## config.mk

```make
export PLATFORM = sky130hd
export DESIGN_NAME = mult_div_unit_flat
export DESIGN_NICKNAME = d
export VERILOG_FILES = /design/src/rtl/mult_div_unit_if.sv /design/src/rtl/mult_div_unit.sv /design/src/flat_wrapper.sv
export SDC_FILE = /design/constraint.sdc
export NUM_CORES = 1
export LEC_CHECK = 0
export ABC_AREA = 1
export CAP_MARGIN = 40
export CORE_MARGIN = 5
export CORE_UTILIZATION = 30
export CTS_CLUSTER_DIAMETER = 30
export DETAILED_ROUTE_END_ITERATION = 12
export HOLD_SLACK_MARGIN = 0.02
export PLACE_DENSITY = 0.52
export REMOVE_ABC_BUFFERS = 1
export SYNTH_ARGS = -nofsm -noshare
export SYNTH_HDL_FRONTEND = slang
export SYNTH_SLANG_ARGS = --single-unit
```

## constraint.sdc

```tcl
create_clock -name clk -period 4.5 [get_ports clk]
set_input_delay 1.35 -clock clk [delete_from_list [all_inputs] [get_ports clk]]
set_output_delay 1.35 -clock clk [all_outputs]
set_load 0.02 [all_outputs]
```

## src/rtl/mult_div_unit_if.sv

```systemverilog
// rtl/mult_div_unit_if.sv - request/result bundle between the execute stage and the mult/div unit
interface mult_div_unit_if #(
  parameter int WIDTH = 32
);
  logic             start;
  logic             op;
  logic             sign;
  logic [WIDTH-1:0] a;
  logic [WIDTH-1:0] b;
  logic             flush;
  logic             hi_we;
  logic             lo_we;
  logic [WIDTH-1:0] wdata;
  logic             busy;
  logic             done;
  logic             div0;
  logic [WIDTH-1:0] hi;
  logic [WIDTH-1:0] lo;

  modport master (
    output start, op, sign, a, b, flush, hi_we, lo_we, wdata,
    input  busy, done, div0, hi, lo
  );

  modport slave (
    input  start, op, sign, a, b, flush, hi_we, lo_we, wdata,
    output busy, done, div0, hi, lo
  );
endinterface

```

## src/rtl/mult_div_unit.sv

```systemverilog
// rtl/mult_div_unit.sv - iterative MULT/MULTU/DIV/DIVU unit with architectural HI/LO registers
module mult_div_unit #(
  parameter int WIDTH = 32
) (
  input logic            clk,
  input logic            rst,
  mult_div_unit_if.slave bus
);
  localparam int            CW   = $clog2(WIDTH) + 1;
  localparam logic [CW-1:0] LAST = CW'(WIDTH - 1);

  typedef enum logic [2:0] {IDLE, MUL, DIV, FIX, DONE} state_t;

  state_t             state;
  logic               busy_q;
  logic               done_q;
  logic               div0_q;
  logic [WIDTH-1:0]   hi_q;
  logic [WIDTH-1:0]   lo_q;

  // Operation context captured when a start is accepted.
  logic               op_r;
  logic               neg_res;   // product / quotient must be negated in FIX
  logic               neg_rem;   // remainder must be negated in FIX (dividend was negative)
  logic               zero_div;  // divide with a zero divisor
  logic [WIDTH-1:0]   a_raw;     // unmodified dividend, returned in HI on divide-by-zero
  logic [WIDTH-1:0]   opnd;      // |a| for multiply, |b| for divide
  logic [CW-1:0]      cnt;

  // Multiply: {partial product, remaining multiplier bits}.
  // Divide: low half holds dividend bits being shifted out and quotient bits shifted in.
  logic [2*WIDTH-1:0] acc;
  logic [WIDTH-1:0]   rem;

  logic               a_neg;
  logic               b_neg;
  logic [WIDTH-1:0]   a_mag;
  logic [WIDTH-1:0]   b_mag;
  logic [WIDTH:0]     mul_sum;
  logic [WIDTH:0]     div_shift;
  logic               div_ge;
  logic [WIDTH-1:0]   div_diff;
  logic [2*WIDTH-1:0] prod_fix;
  logic [WIDTH-1:0]   quo_fix;
  logic [WIDTH-1:0]   rem_fix;
  logic [WIDTH-1:0]   res_hi;
  logic [WIDTH-1:0]   res_lo;

  // Operand magnitudes, one datapath step for each algorithm, and sign fix-up of the final result.
  always_comb begin
    a_neg     = bus.sign & bus.a[WIDTH-1];
    b_neg     = bus.sign & bus.b[WIDTH-1];
    a_mag     = a_neg ? -bus.a : bus.a;
    b_mag     = b_neg ? -bus.b : bus.b;

    mul_sum   = {1'b0, acc[2*WIDTH-1:WIDTH]} + {1'b0, (acc[0] ? opnd : {WIDTH{1'b0}})};

    // The remainder is always below the divisor, so the low WIDTH bits of the
    // difference are exact whenever the trial subtraction succeeds.
    div_shift = {rem, acc[WIDTH-1]};
    div_ge    = (div_shift >= {1'b0, opnd});
    div_diff  = div_shift[WIDTH-1:0] - opnd;

    prod_fix  = neg_res ? -acc : acc;
    quo_fix   = neg_res ? -acc[WIDTH-1:0] : acc[WIDTH-1:0];
    rem_fix   = neg_rem ? -rem : rem;

    res_hi    = '0;
    res_lo    = '0;
    if (!op_r) begin
      res_hi = prod_fix[2*WIDTH-1:WIDTH];
      res_lo = prod_fix[WIDTH-1:0];
    end else if (zero_div) begin
      res_hi = a_raw;
      res_lo = {WIDTH{1'b1}};
    end else begin
      res_hi = rem_fix;
      res_lo = quo_fix;
    end
  end

  // Control FSM, iteration datapath, HI/LO registers and registered status outputs.
  always_ff @(posedge clk) begin
    if (rst) begin
      state    <= IDLE;
      busy_q   <= 1'b0;
      done_q   <= 1'b0;
      div0_q   <= 1'b0;
      hi_q     <= '0;
      lo_q     <= '0;
      op_r     <= 1'b0;
      neg_res  <= 1'b0;
      neg_rem  <= 1'b0;
      zero_div <= 1'b0;
      a_raw    <= '0;
      opnd     <= '0;
      cnt      <= '0;
      acc      <= '0;
      rem      <= '0;
    end else begin
      done_q <= 1'b0;
      div0_q <= 1'b0;

      // MTHI/MTLO only land while the unit is not busy; a result written later wins.
      if (!busy_q && bus.hi_we) hi_q <= bus.wdata;
      if (!busy_q && bus.lo_we) lo_q <= bus.wdata;

      case (state)
        IDLE, DONE: begin
          state <= IDLE;
          if (bus.start && !bus.flush) begin
            busy_q   <= 1'b1;
            op_r     <= bus.op;
            neg_res  <= a_neg ^ b_neg;
            neg_rem  <= a_neg;
            zero_div <= bus.op && (bus.b == '0);
            a_raw    <= bus.a;
            cnt      <= '0;
            rem      <= '0;
            if (bus.op) begin
              state <= DIV;
              opnd  <= b_mag;
              acc   <= {{WIDTH{1'b0}}, a_mag};
            end else begin
              state <= MUL;
              opnd  <= a_mag;
              acc   <= {{WIDTH{1'b0}}, b_mag};
            end
          end
        end

        MUL: begin
          if (bus.flush) begin
            state  <= IDLE;
            busy_q <= 1'b0;
          end else begin
            acc <= {mul_sum, acc[WIDTH-1:1]};
            cnt <= cnt + CW'(1);
            if (cnt == LAST) state <= FIX;
          end
        end

        DIV: begin
          if (bus.flush) begin
            state  <= IDLE;
            busy_q <= 1'b0;
          end else begin
            rem <= div_ge ? div_diff : div_shift[WIDTH-1:0];
            acc <= {{WIDTH{1'b0}}, acc[WIDTH-2:0], div_ge};
            cnt <= cnt + CW'(1);
            if (cnt == LAST) state <= FIX;
          end
        end

        FIX: begin
          busy_q <= 1'b0;
          if (bus.flush) begin
            state <= IDLE;
          end else begin
            state  <= DONE;
            hi_q   <= res_hi;
            lo_q   <= res_lo;
            done_q <= 1'b1;
            div0_q <= zero_div;
          end
        end

        default: begin
          state  <= IDLE;
          busy_q <= 1'b0;
        end
      endcase
    end
  end

  assign bus.busy = busy_q;
  assign bus.done = done_q;
  assign bus.div0 = div0_q;
  assign bus.hi   = hi_q;
  assign bus.lo   = lo_q;
endmodule

```

## src/flat_wrapper.sv

```systemverilog
// flat-port wrapper written by rule: the top's interface ports become plain ports
module mult_div_unit_flat 
#(
  parameter int WIDTH = 32
)
  (clk, rst, bus_start, bus_op, bus_sign, bus_a, bus_b, bus_flush, bus_hi_we, bus_lo_we, bus_wdata, bus_busy, bus_done, bus_div0, bus_hi, bus_lo);
  mult_div_unit_if #(.WIDTH(WIDTH)) bus_i ();
  input logic clk;
  input logic rst;
  input wire logic [$bits(bus_i.start)-1:0] bus_start;
  input wire logic [$bits(bus_i.op)-1:0] bus_op;
  input wire logic [$bits(bus_i.sign)-1:0] bus_sign;
  input wire logic [$bits(bus_i.a)-1:0] bus_a;
  input wire logic [$bits(bus_i.b)-1:0] bus_b;
  input wire logic [$bits(bus_i.flush)-1:0] bus_flush;
  input wire logic [$bits(bus_i.hi_we)-1:0] bus_hi_we;
  input wire logic [$bits(bus_i.lo_we)-1:0] bus_lo_we;
  input wire logic [$bits(bus_i.wdata)-1:0] bus_wdata;
  output wire logic [$bits(bus_i.busy)-1:0] bus_busy;
  output wire logic [$bits(bus_i.done)-1:0] bus_done;
  output wire logic [$bits(bus_i.div0)-1:0] bus_div0;
  output wire logic [$bits(bus_i.hi)-1:0] bus_hi;
  output wire logic [$bits(bus_i.lo)-1:0] bus_lo;
  assign bus_i.start = bus_start;
  assign bus_i.op = bus_op;
  assign bus_i.sign = bus_sign;
  assign bus_i.a = bus_a;
  assign bus_i.b = bus_b;
  assign bus_i.flush = bus_flush;
  assign bus_i.hi_we = bus_hi_we;
  assign bus_i.lo_we = bus_lo_we;
  assign bus_i.wdata = bus_wdata;
  assign bus_busy = bus_i.busy;
  assign bus_done = bus_i.done;
  assign bus_div0 = bus_i.div0;
  assign bus_hi = bus_i.hi;
  assign bus_lo = bus_i.lo;
  mult_div_unit #(.WIDTH(WIDTH)) u_core (.clk(clk), .rst(rst), .bus(bus_i));
endmodule
```

# --- Word-level counts from Yosys, hierarchy flattened ---
# Index checks and enable logic that the tools add are counted.
# W data, S select, Z words.
word_totals:
  latch_bits: 0
  ramBits: 0
  rom_bits: 0
  word_cells: 98
  reg_bits: 240
  mem_count: 0
  input_bits: 104
  output_inout_bits: 67
op_classes:
  addsub: 8
  bitwise_logic: 4
  n_mul: 0
  mux: 39
  n_shift: 0
  eq_ne: 11
  reduce_logical: 20
  order_cmp: 1
  div_mod_pow: 0
ops:
  columns: ["cell", "count"]
  rows:
  - ["$mux W32", 20]
  - ["$mux W64", 4]
  - ["$pmux W64 S3", 1]
  - ["$neg A32 Y32", 4]
  - ["$neg A64 Y64", 1]
  - ["$pmux W32 S2", 1]
  - ["$add A32 B32 Y33", 1]
  - ["$ge A33 B32 Y1", 1]
  - ["$logic_not A32 Y1", 1]
  - ["$sub A32 B32 Y32", 1]
  - ["$mux W3", 4]
  - ["$mux W6", 2]
  - ["$pmux W6 S2", 1]
  - ["$pmux W3 S3", 1]
  - ["$add A6 B1 Y6 const B", 1]
  - ["$eq A3 B2 Y1 const B", 2]
  - ["$eq A6 B5 Y1 const B", 1]
  - ["$ne A2 B2 Y1 const B", 3]
  - ["$reduce_and A3 Y1", 2]
  - ["$reduce_or A2 Y1", 3]
  - ["$logic_and A1 B1 Y1", 4]
  - ["$ne A2 B1 Y1 const B", 2]
  - ["$reduce_and A2 Y1", 2]
  - ["$reduce_and A4 Y1", 1]
  - ["14 further kinds", 19]

# --- Logic depth before layout (Yosys ltp) ---
# Gate-level depths: netlist (run 1).
depth:
  depth_word: 6
  mapped_depth: 18
  ltp_nobuf: 16

# --- Worst setup path after synthesis (run 1) ---
# No wires, ideal clock.
synth_timing:
  path_type: "input to register"
  from: "input bus_a[0]"
  to: "register u_core.opnd[12]"
  slack_ps: 1737
  path_stages: 10
  n_path_buf: 0
  t_required_ps: 4385
  arrival_ps: 2647
  path_cell_list: "inv_1 > ha_1 > nand3_1 > o21ai_2 > nand2_1 > a21oi_1 > xor2_1 > nor2_1 > o21ai_0 > inv_1"
synth_between:
  elab_chain_cells: 3
synth_lines:
  columns: ["item", "line_no", "rtl"]
  rows:
  - ["start: declaration", "flat_wrapper.sv:13", "input wire logic [$bits(bus_i.a)-1:0] bus_a;"]
  - ["$neg A32 Y32", "mult_div_unit.sv:53", "a_mag = a_neg ? -bus.a : bus.a;"]
  - ["$mux W32", "mult_div_unit.sv:53", null]
  - ["$mux W32", "mult_div_unit.sv:120", "if (bus.op) begin"]
  - ["end signal: assignment", "mult_div_unit.sv:122", "opnd <= b_mag;"]
  - ["end signal: assignment", "mult_div_unit.sv:126", "opnd <= a_mag;"]
  - ["end: declaration", "mult_div_unit.sv:27", "logic [WIDTH-1:0] opnd;"]
# Every way passes these cells.
# A chain may end at the register's enable or synchronous reset.

# --- Worst setup path in the final report (run 1) ---
layout_timing:
  from: "input bus_a[0]"
  to: "register u_core.acc[31]"
layout_between:
  elab_chain_cells: 5
layout_lines:
  columns: ["item", "line_no", "rtl"]
  rows:
  - ["$neg A32 Y32", "mult_div_unit.sv:53", null]
  - ["$mux W32", "mult_div_unit.sv:53", null]
  - ["$mux W32", "mult_div_unit.sv:120", null]
  - ["$mux W64", "mult_div_unit.sv:111", "if (bus.start && !bus.flush) begin"]
  - ["$pmux W64 S3", "mult_div_unit.sv:108", "case (state)"]
  - ["end signal: assignment", "mult_div_unit.sv:123", "acc <= {{WIDTH{1'b0}}, a_mag};"]
  - ["end signal: assignment", "mult_div_unit.sv:127", "acc <= {{WIDTH{1'b0}}, b_mag};"]
  - ["end signal: assignment", "mult_div_unit.sv:137", "acc <= {mul_sum, acc[WIDTH-1:1]};"]
  - ["end: declaration", "mult_div_unit.sv:32", "logic [2*WIDTH-1:0] acc;"]
# Every way passes these cells. The select of a mux whose other input is x is not followed.

==> results of run 1 <==
## final timing paths
path / to / slack, ps / depth (start not counted)
hold / removal: u_core.a_raw[31] / 450 / 2
setup / recovery: u_core.acc[31] / 1210 / 12
setup reg to reg: u_core.rem[19] / 1350 / 16
hold reg to reg: u_core.a_raw[31] / 450 / 2
## flip-flops by register name, summed over array words and instances (netlist names)
name / count
u_core.opnd: 32
u_core.bus.done: 1
u_core.rem: 32
u_core.state: 3
u_core.bus.lo: 32
u_core.neg_rem: 1
u_core.op_r: 1
u_core.acc: 64
u_core.bus.div0: 1
u_core.cnt: 6
u_core.bus.hi: 32
u_core.bus.busy: 1
u_core.zero_div: 1
u_core.a_raw: 32
u_core.neg_res: 1
## synth_stat cells, types with 2 or more instances
library cell	count	share of area [%]
sky130_fd_sc_hd__nand2_1	1072	19
sky130_fd_sc_hd__inv_1	468	8.3
sky130_fd_sc_hd__nor2_1	425	7.5
sky130_fd_sc_hd__nand3_1	320	7.6
sky130_fd_sc_hd__a21oi_1	310	7.3
sky130_fd_sc_hd__o21ai_0	272	6.4
sky130_fd_sc_hd__dfxtp_1	240	23
sky130_fd_sc_hd__clkbuf_1	84	1.5
sky130_fd_sc_hd__ha_1	69	4.1
sky130_fd_sc_hd__xor2_1	57	2.4
sky130_fd_sc_hd__nand4_1	44	1.3
sky130_fd_sc_hd__buf_2	40	0.94
sky130_fd_sc_hd__a221oi_1	29	1.2
sky130_fd_sc_hd__nand3b_1	26	0.92
sky130_fd_sc_hd__nor3_1	22	0.52
sky130_fd_sc_hd__xnor2_1	20	0.83
sky130_fd_sc_hd__inv_2	18	0.32
sky130_fd_sc_hd__nand2_2	16	0.47
sky130_fd_sc_hd__o211ai_1	16	0.57
sky130_fd_sc_hd__buf_1	15	0.27
sky130_fd_sc_hd__a211oi_1	14	0.50
sky130_fd_sc_hd__a31oi_1	12	0.35
sky130_fd_sc_hd__nand3_2	12	0.57
sky130_fd_sc_hd__nor2_2	12	0.35
sky130_fd_sc_hd__o221ai_1	12	0.50
sky130_fd_sc_hd__o21ai_1	9	0.21
sky130_fd_sc_hd__o21bai_1	9	0.32
sky130_fd_sc_hd__buf_6	7	0.37
sky130_fd_sc_hd__nor2_4	7	0.37
sky130_fd_sc_hd__a21oi_2	6	0.25
sky130_fd_sc_hd__a22oi_1	5	0.18
sky130_fd_sc_hd__and2_1	5	0.15
sky130_fd_sc_hd__o21a_1	5	0.18
sky130_fd_sc_hd__o22ai_1	5	0.15
sky130_fd_sc_hd__or2_2	5	0.15
sky130_fd_sc_hd__clkinv_1	4	0.071
sky130_fd_sc_hd__nor3_2	4	0.19
sky130_fd_sc_hd__o21ai_2	4	0.17
sky130_fd_sc_hd__buf_4	3	0.11
sky130_fd_sc_hd__o31ai_1	3	0.11
sky130_fd_sc_hd__a21o_1	2	0.071
sky130_fd_sc_hd__fa_1	2	0.19
sky130_fd_sc_hd__nor4_1	2	0.059
sky130_fd_sc_hd__o221a_2	2	0.11
## layout make-up
cell class                 instances  area share, %
timing repair buffer             214           8.00
clock buffer                     104           8.22
multi-input combinational       2842           52.4
tap                              940           4.44
sequential                       240           18.1
clock inverter                    32           1.86
inverter                         490           6.94
## report_power, final
| group | leakage, nW | internal (mW) | switching (mW) | total [mW] |
|---|---|---|---|---|
| clock network | 1.31 | 3.93 | 1.62 | 5.55 |
| registers | 1.96 | 2.27 | 0.147 | 2.41 |
| logic | 9.67 | 0.788 | 1.76 | 2.54 |
| total | 12.9 | 6.99 | 3.52 | 10.5 |
## worst min-delay path, cell delays in order, from the launching register on
cell                      delay, ps
sky130_fd_sc_hd__dfxtp_1        290
sky130_fd_sc_hd__inv_1           60
sky130_fd_sc_hd__a21oi_1         50
## stage by stage
step | util, % | setup WS, ps
6_report | 37.9 | 1210
5_1_grt | 37.9 | 1100
4_1_cts | 37.9 | 1320
3_5_place_dp | 34.0 | 701
3_3_place_gp | 33.9 | 706
2_1_floorplan | - | 221
## cells by family after synthesis
group           Yosys count  synth area share (%)
compound gates          719                  18.8
fa+ha+maj                71                  4.26
simple gates           1974                  39.2
buf+inv                 639                  11.9
xor+xnor                 77                  3.18
mux                       1                0.0531
flops                   240                  22.7
## metal layers
metal	wire length [um]	global-route usage (%)	share of wire (%)	up-vias
met5	13	0	0.012	-
met4	4780	10.5	4.6	2
met3	9940	6.18	9.5	171
met2	43600	39.4	41	1146
met1	46700	37.0	44	11700
li1	-	-	-	12400
==> results.txt, run 1 <==
----------------------------------------------------
[Placed design]
  Routability Congestion ... ~1
  Cell area after placement ... 23800 um2
  Placed Cells incl. Taps ... ~4700
  Number of buffer cells added on primary ports ... 170
  Detailed Place HPWL ... between 80000 and 90000 um

[Yosys]
  Synth unique cells ... 51
  Post-Syn Area ... around 21000 um2
  Sequential cell area fraction in the yosys report ... 22.7%
  Most frequently used flop master after synthesis ... sky130_fd_sc_hd__dfxtp_1
  Count of warnings emitted by yosys ... 0
  Async set or reset register ratio after synthesis ... 0%
  Synth Instances ... approximately 3700
  Mean Syn Cell Area ... 5.70 um2
  Number of enable flip-flop cells after synthesis ... 0
  Seq cells post-synth ... 240

[Min path]
  Worst hold path class ... reg2reg
  HP Start ... u_core.a_raw[31]

[STA]
  Max Freq ... about 300 MHz
  Setup-violating endpoint count in the final report ... 0
  Final Hold Viols ... 0
  Transition time of the tightest slew-check pin ... about 930 ps
  Fin Clk Skew ... ~32 ps
  Worst hold margin ... around 450 ps
  Fin Setup TNS ... 0 ps
  Setup repair after global routing missed its margin ... false
  Rel. slew slack ... between 30% and 40%
  Share of the clock period used by the worst path after layout ... approximately three quarters
  Pins over their slew limit ... 0
  Tmin final ... about 3300 ps

[Drt]
  Antenna Nets Post-Route ... 0
  # DRC ... 0
  Number of DRC markers after the initial detailed-route iteration ... around 2600
  Number of vias in the routed layout ... approximately 25000
  Routed wire length ... around 110000 um
  DR vias/cell ... 5.23
  Routed len/inst ... 21.6 um
  Length of the first detailed-routing pass in iterations ... 7

[Clock tree]
  Count of hold buffers inserted by post-cts repair ... 0
  Clock edge transition at the registers on the reported setup and hold paths ... around 40 ps
  CTS H-tree lvls ... 3
  CTS Root Buffer Type ... sky130_fd_sc_hd__clkbuf_16
  TritonCTS clock tree ... built
  Clock tree buffer depth ... 3
  # clock sinks ... 240
  Total setup buffers inserted after CTS ... 0
  Worst-Skew Late Latency ... roughly 630 ps
  CTS Buf Count ... 77
  Post-cts sizing count ... 0

[Power]
  Post-layout total power ... 10.5 mW
  Reported leakage power ... between 10 and 15 nW
  Peak VDD IR ... between 0.2 and 0.25 mV
  Cell area power density ... about 400 nW/um2

[Floorplan]
  Effective utilization at floorplan ... 30.3%
  Ports placed on the boundary ... 171
  Die boundary width ... roughly 280 um
  Die Height ... 276 um
  Core outline area ... between 70000 and 80000 um2
  Number of placement rows ... between 90 and 100
  Floorplan die area ... about 76000 um2

[Cells and area]
  Most common cell after layout, fill and taps aside ... sky130_fd_sc_hd__nand2_1
  Fraction of layout cells with a size suffix above 1 ... between 6 and 7%
  Area grow syn2layout ... 25.0%
  Post-route standard cell area excluding fillers ... approximately 27000 um2
  Reg area ... ~4800 um2
  Total inserted antenna cells ... 0
  Commonest non-fill, non-tap cells in the layout ... sky130_fd_sc_hd__nand2_1, sky130_fd_sc_hd__inv_1, sky130_fd_sc_hd__nor2_1
  Fill cell instance count of the final layout ... roughly 7800
  Combined area of the multi-input logic cells ... ~14000 um2
  Post-layout instance count excluding filler cells ... slightly below 5000
  Number of nets in the layout ... just over 4000

[Setup path]
  Standard cell with the maximum stage delay on the critical path ... sky130_fd_sc_hd__clkdlybuf4s50_1
  Setup CP Type ... in2reg
  Worst path arrival time ... 3820 ps
  Maximum fanout count along the critical path ... 4
  List of cells traversed by the critical path ... clkdlybuf4s50_1, inv_1, nand3_1, nor2_1, nand2_1, nor2_2, nand3_1, o21ai_1, nand3_1, nand2_1, nand2_1, a21oi_1
  Stage delay of the slowest cell on the critical path ... around 440 ps
  Critical path origin ... bus_a[0]
  Critical register-to-register path startpoint ... u_core.opnd[8]
  CP Capture Type ... flip-flop
  Top delay family on crit path ... simple AND/OR/NAND/NOR gates
  CP Buf/Inv Count ... 2
  Data required, critical path ... 5030 ps
  Crit path launch type ... input port

[Run]
  Number of max-cap violations ... 0

[Global route]
  Global-route wire length before repair ... roughly 150000 um
  Pin count of the biggest net entering global routing ... just over 60
  Initial antenna violation count ... 1
  GRT Overall Usage ... 26.5%
  Via count of the first global-routing pass ... 23400
  Final global-route overflow total ... 0

[Status]
  Status ... finished, final reports clean

----------------------------------------------------
Power figures use the tool's default switching activity.
==> run 2, diff against run 1 <==
- clock period: 4.5 -> 3.4 ns (I/O delays scaled with it)
==> run 2 against run 1 <==
Net effect: sequential power is 32% higher; setup slack worse by 760 ps; non-clock buffer count is 34 higher; clock power is 40% higher; total power is 37% higher; utilization is 0.64 points higher; largest power group unchanged.
==> results.txt, run 2 (synthesis gave the netlist of run 1 again) <==
----------------------------------------------------
[Status]
  Status ... finished, final reports clean

[Drt]
  # DRC ... 0 (unchanged)
  Routed len/inst ... 21.7 um (+0.42%)
  Antenna Nets Post-Route ... 0 (unchanged)
  Routed wire length ... 106000 um (+1.2%)
  Number of DRC markers after the initial detailed-route iteration ... 2666 (+1.4%)
  DR vias/cell ... 5.22 (-0.28%)
  Length of the first detailed-routing pass in iterations ... 7 (unchanged)
  Number of vias in the routed layout ... 25600 (+0.52%)

[Setup path]
  Worst-case register-to-register setup slack ... 450 ps (-900 ps)
  Reg2Reg Depth ... 16 (unchanged)
  Worst r2r dst ... u_core.acc[63]
  Data required, critical path ... 3930 ps (-1100 ps)
  CP Capture Type ... flip-flop
  Crit path launch type ... flip-flop
  Critical register-to-register path startpoint ... u_core.opnd[0]
  Worst path arrival time ... 3490 ps (-330 ps)
  Setup CP Type ... reg2reg
  Maximum fanout count along the critical path ... 4 (unchanged)

[Min path]
  Hold Path Depth ... 2 (unchanged)
  HP Start ... u_core.a_raw[31]
  Worst hold path class ... reg2reg
  Terminating pin of the worst hold path ... u_core.a_raw[31]

[Floorplan]
  Floorplan die area ... 76100 um2 (unchanged)
  Ports placed on the boundary ... 171 (unchanged)
  Core outline area ... 70000 um2 (unchanged)
  Die boundary width ... 276 um (unchanged)
  Die Height ... 276 um (unchanged)
  Effective utilization at floorplan ... 30.3% (unchanged)
  Number of placement rows ... 97 (unchanged)

[STA]
  Final critical-path setup slack ... 445 ps (-763 ps)
  Setup repair after global routing missed its margin ... false
  Fin Clk Skew ... 28.1 ps (-3.56 ps)
  Share of the clock period used by the worst path after layout ... 86.9%
  Tmin final ... 2950 ps
  Pins over their slew limit ... 0 (unchanged)
  Rel. slew slack ... 32.4% (-4.9 points)
  Setup-violating endpoint count in the final report ... 0 (unchanged)
  Max Freq ... between 300 and 400 MHz
  Final Hold Viols ... 0 (unchanged)
  Transition time of the tightest slew-check pin ... 1000 ps (+73.1 ps)
  Worst hold margin ... 451 ps (+1.31 ps)

[Run]
  Number of max-cap violations ... 0 (unchanged)

[Cells and area]
  Post-route standard cell area excluding fillers ... 27000 um2 (+1.7%)
  Area grow syn2layout ... 27.2%
  Total inserted antenna cells ... 0 (unchanged)
  Commonest non-fill, non-tap cells in the layout ... sky130_fd_sc_hd__nand2_1, sky130_fd_sc_hd__inv_1, sky130_fd_sc_hd__nor2_1
  Fraction of layout cells with a size suffix above 1 ... 7.73% (+0.97 points)
  Most common cell after layout, fill and taps aside ... sky130_fd_sc_hd__nand2_1
  Flip-flop count of the largest register, all copies and words added ... 64 (unchanged)
  Fill cell instance count of the final layout ... 7780 (-0.28%)
  Number of nets in the layout ... 4074 (+0.84%)
  Most flop-heavy register ... u_core.acc

[Placed design]
  Routability Congestion ... 1.01 (+1.0%)
  Number of buffer cells added on primary ports ... 170 (unchanged)
  Detailed Place HPWL ... 85400 um (+1.8%)
  Cell area after placement ... 24100 um2 (+1.1%)
  Post-Place Worst Slack ... 133 ps (-568 ps)

[Clock tree]
  CTS Buf Count ... 77 (unchanged)
  Total setup buffers inserted after CTS ... 0 (unchanged)
  Count of hold buffers inserted by post-cts repair ... 0 (unchanged)
  Post-cts sizing count ... 0 (unchanged)
  Clock tree buffer depth ... 3 (unchanged)
  CTS H-tree lvls ... 3 (unchanged)
  # clock sinks ... 240 (unchanged)
  TritonCTS clock tree ... built
  CTS Root Buffer Type ... sky130_fd_sc_hd__clkbuf_16
  Worst-Skew Late Latency ... 620 ps (about the same)
  Clock edge transition at the registers on the reported setup and hold paths ... 40 ps (about the same)

[Global route]
  GRT Overall Usage ... 27.0% (+0.49 points)
  Pin count of the biggest net entering global routing ... 87 (+43%)
  Initial antenna violation count ... 0 (-1)
  Final global-route overflow total ... 0 (unchanged)
  Global-route wire length before repair ... 155000 um (+1.9%)
  Via count of the first global-routing pass ... 23700 (+1.3%)

[Power]
  Cell area power density ... 534 nW/um2 (+35%)
  Peak VDD IR ... 0.332 mV (+41%)
  Reported leakage power ... 13.2 nW (+2.0%)

----------------------------------------------------
-- run 2: area by class of cell --
class	count	area, um2	share of cell area, %
multi-input cells	2842	13900	51.5
flip-flops and latches	240	4810	17.8
repair buffers	248	2390	8.87
clock buffers	106	2230	8.26
inverters	490	1840	6.83
well taps	940	1180	4.36
clock inverters	35	621	2.30
-- run 2: worst max-delay path, stage by stage (launching register included) --
cell and delay, ps:
sky130_fd_sc_hd__dfxtp_1 510, sky130_fd_sc_hd__nand2_1 90, sky130_fd_sc_hd__inv_1 100, sky130_fd_sc_hd__ha_1 270, sky130_fd_sc_hd__inv_1 100, sky130_fd_sc_hd__fa_1 410
sky130_fd_sc_hd__o21ai_0 390, sky130_fd_sc_hd__nand2_1 100, sky130_fd_sc_hd__nand2_1 160, sky130_fd_sc_hd__nand3_1 90, sky130_fd_sc_hd__nand2_1 130, sky130_fd_sc_hd__nand2_1 110
sky130_fd_sc_hd__nand2_1 100, sky130_fd_sc_hd__nand2_1 60, sky130_fd_sc_hd__nand2_1 60, sky130_fd_sc_hd__nand2_1 50, sky130_fd_sc_hd__a21oi_1 130
-- run 2: worst max path at each step --
stage | endpoint | slack, ps | startpoint
detailed placement | u_core.opnd[22] | 130 | bus_a[0]
global route | u_core.acc[63] | 220 | u_core.opnd[0]
CTS | u_core.acc[63] | 460 | u_core.opnd[0]
floorplan | u_core.opnd[10] | -550 | bus_flush
global placement | u_core.opnd[22] | 110 | bus_a[0]
finish | u_core.acc[63] | 450 | u_core.opnd[0]
-- run 2: power by group --
group	leakage, nW	switching, mW	internal (mW)
clock	1.39	2.24	5.54
combinational	9.85	2.34	1.08
sequential	1.96	0.191	3.00
total	13.2	4.77	9.62
-- run 2: per-layer routing --
layer  wire (um)  vias to the layer above  track usage (%)
met5           0                        -                0
met3        9000                      174             4.90
met2       44200                     1129             40.1
li1            -                    12500                -
met1       48100                    11800             38.3
met4        4910                        0             11.6
-- run 2: stage by stage --
stage / cells / utilization [%] / setup TNS, ps / power [mW]
after floorplan: 3572 / - / -13460 / 5.17
after global placement: 4759 / 34.4 / 0 / 6.57
after detailed placement: 4760 / 34.4 / 0 / 6.57
after CTS: 4901 / 38.5 / 0 / 14.4
after global routing: 4901 / 38.5 / 0 / 15.0
final: 4901 / 38.5 / 0 / 14.4
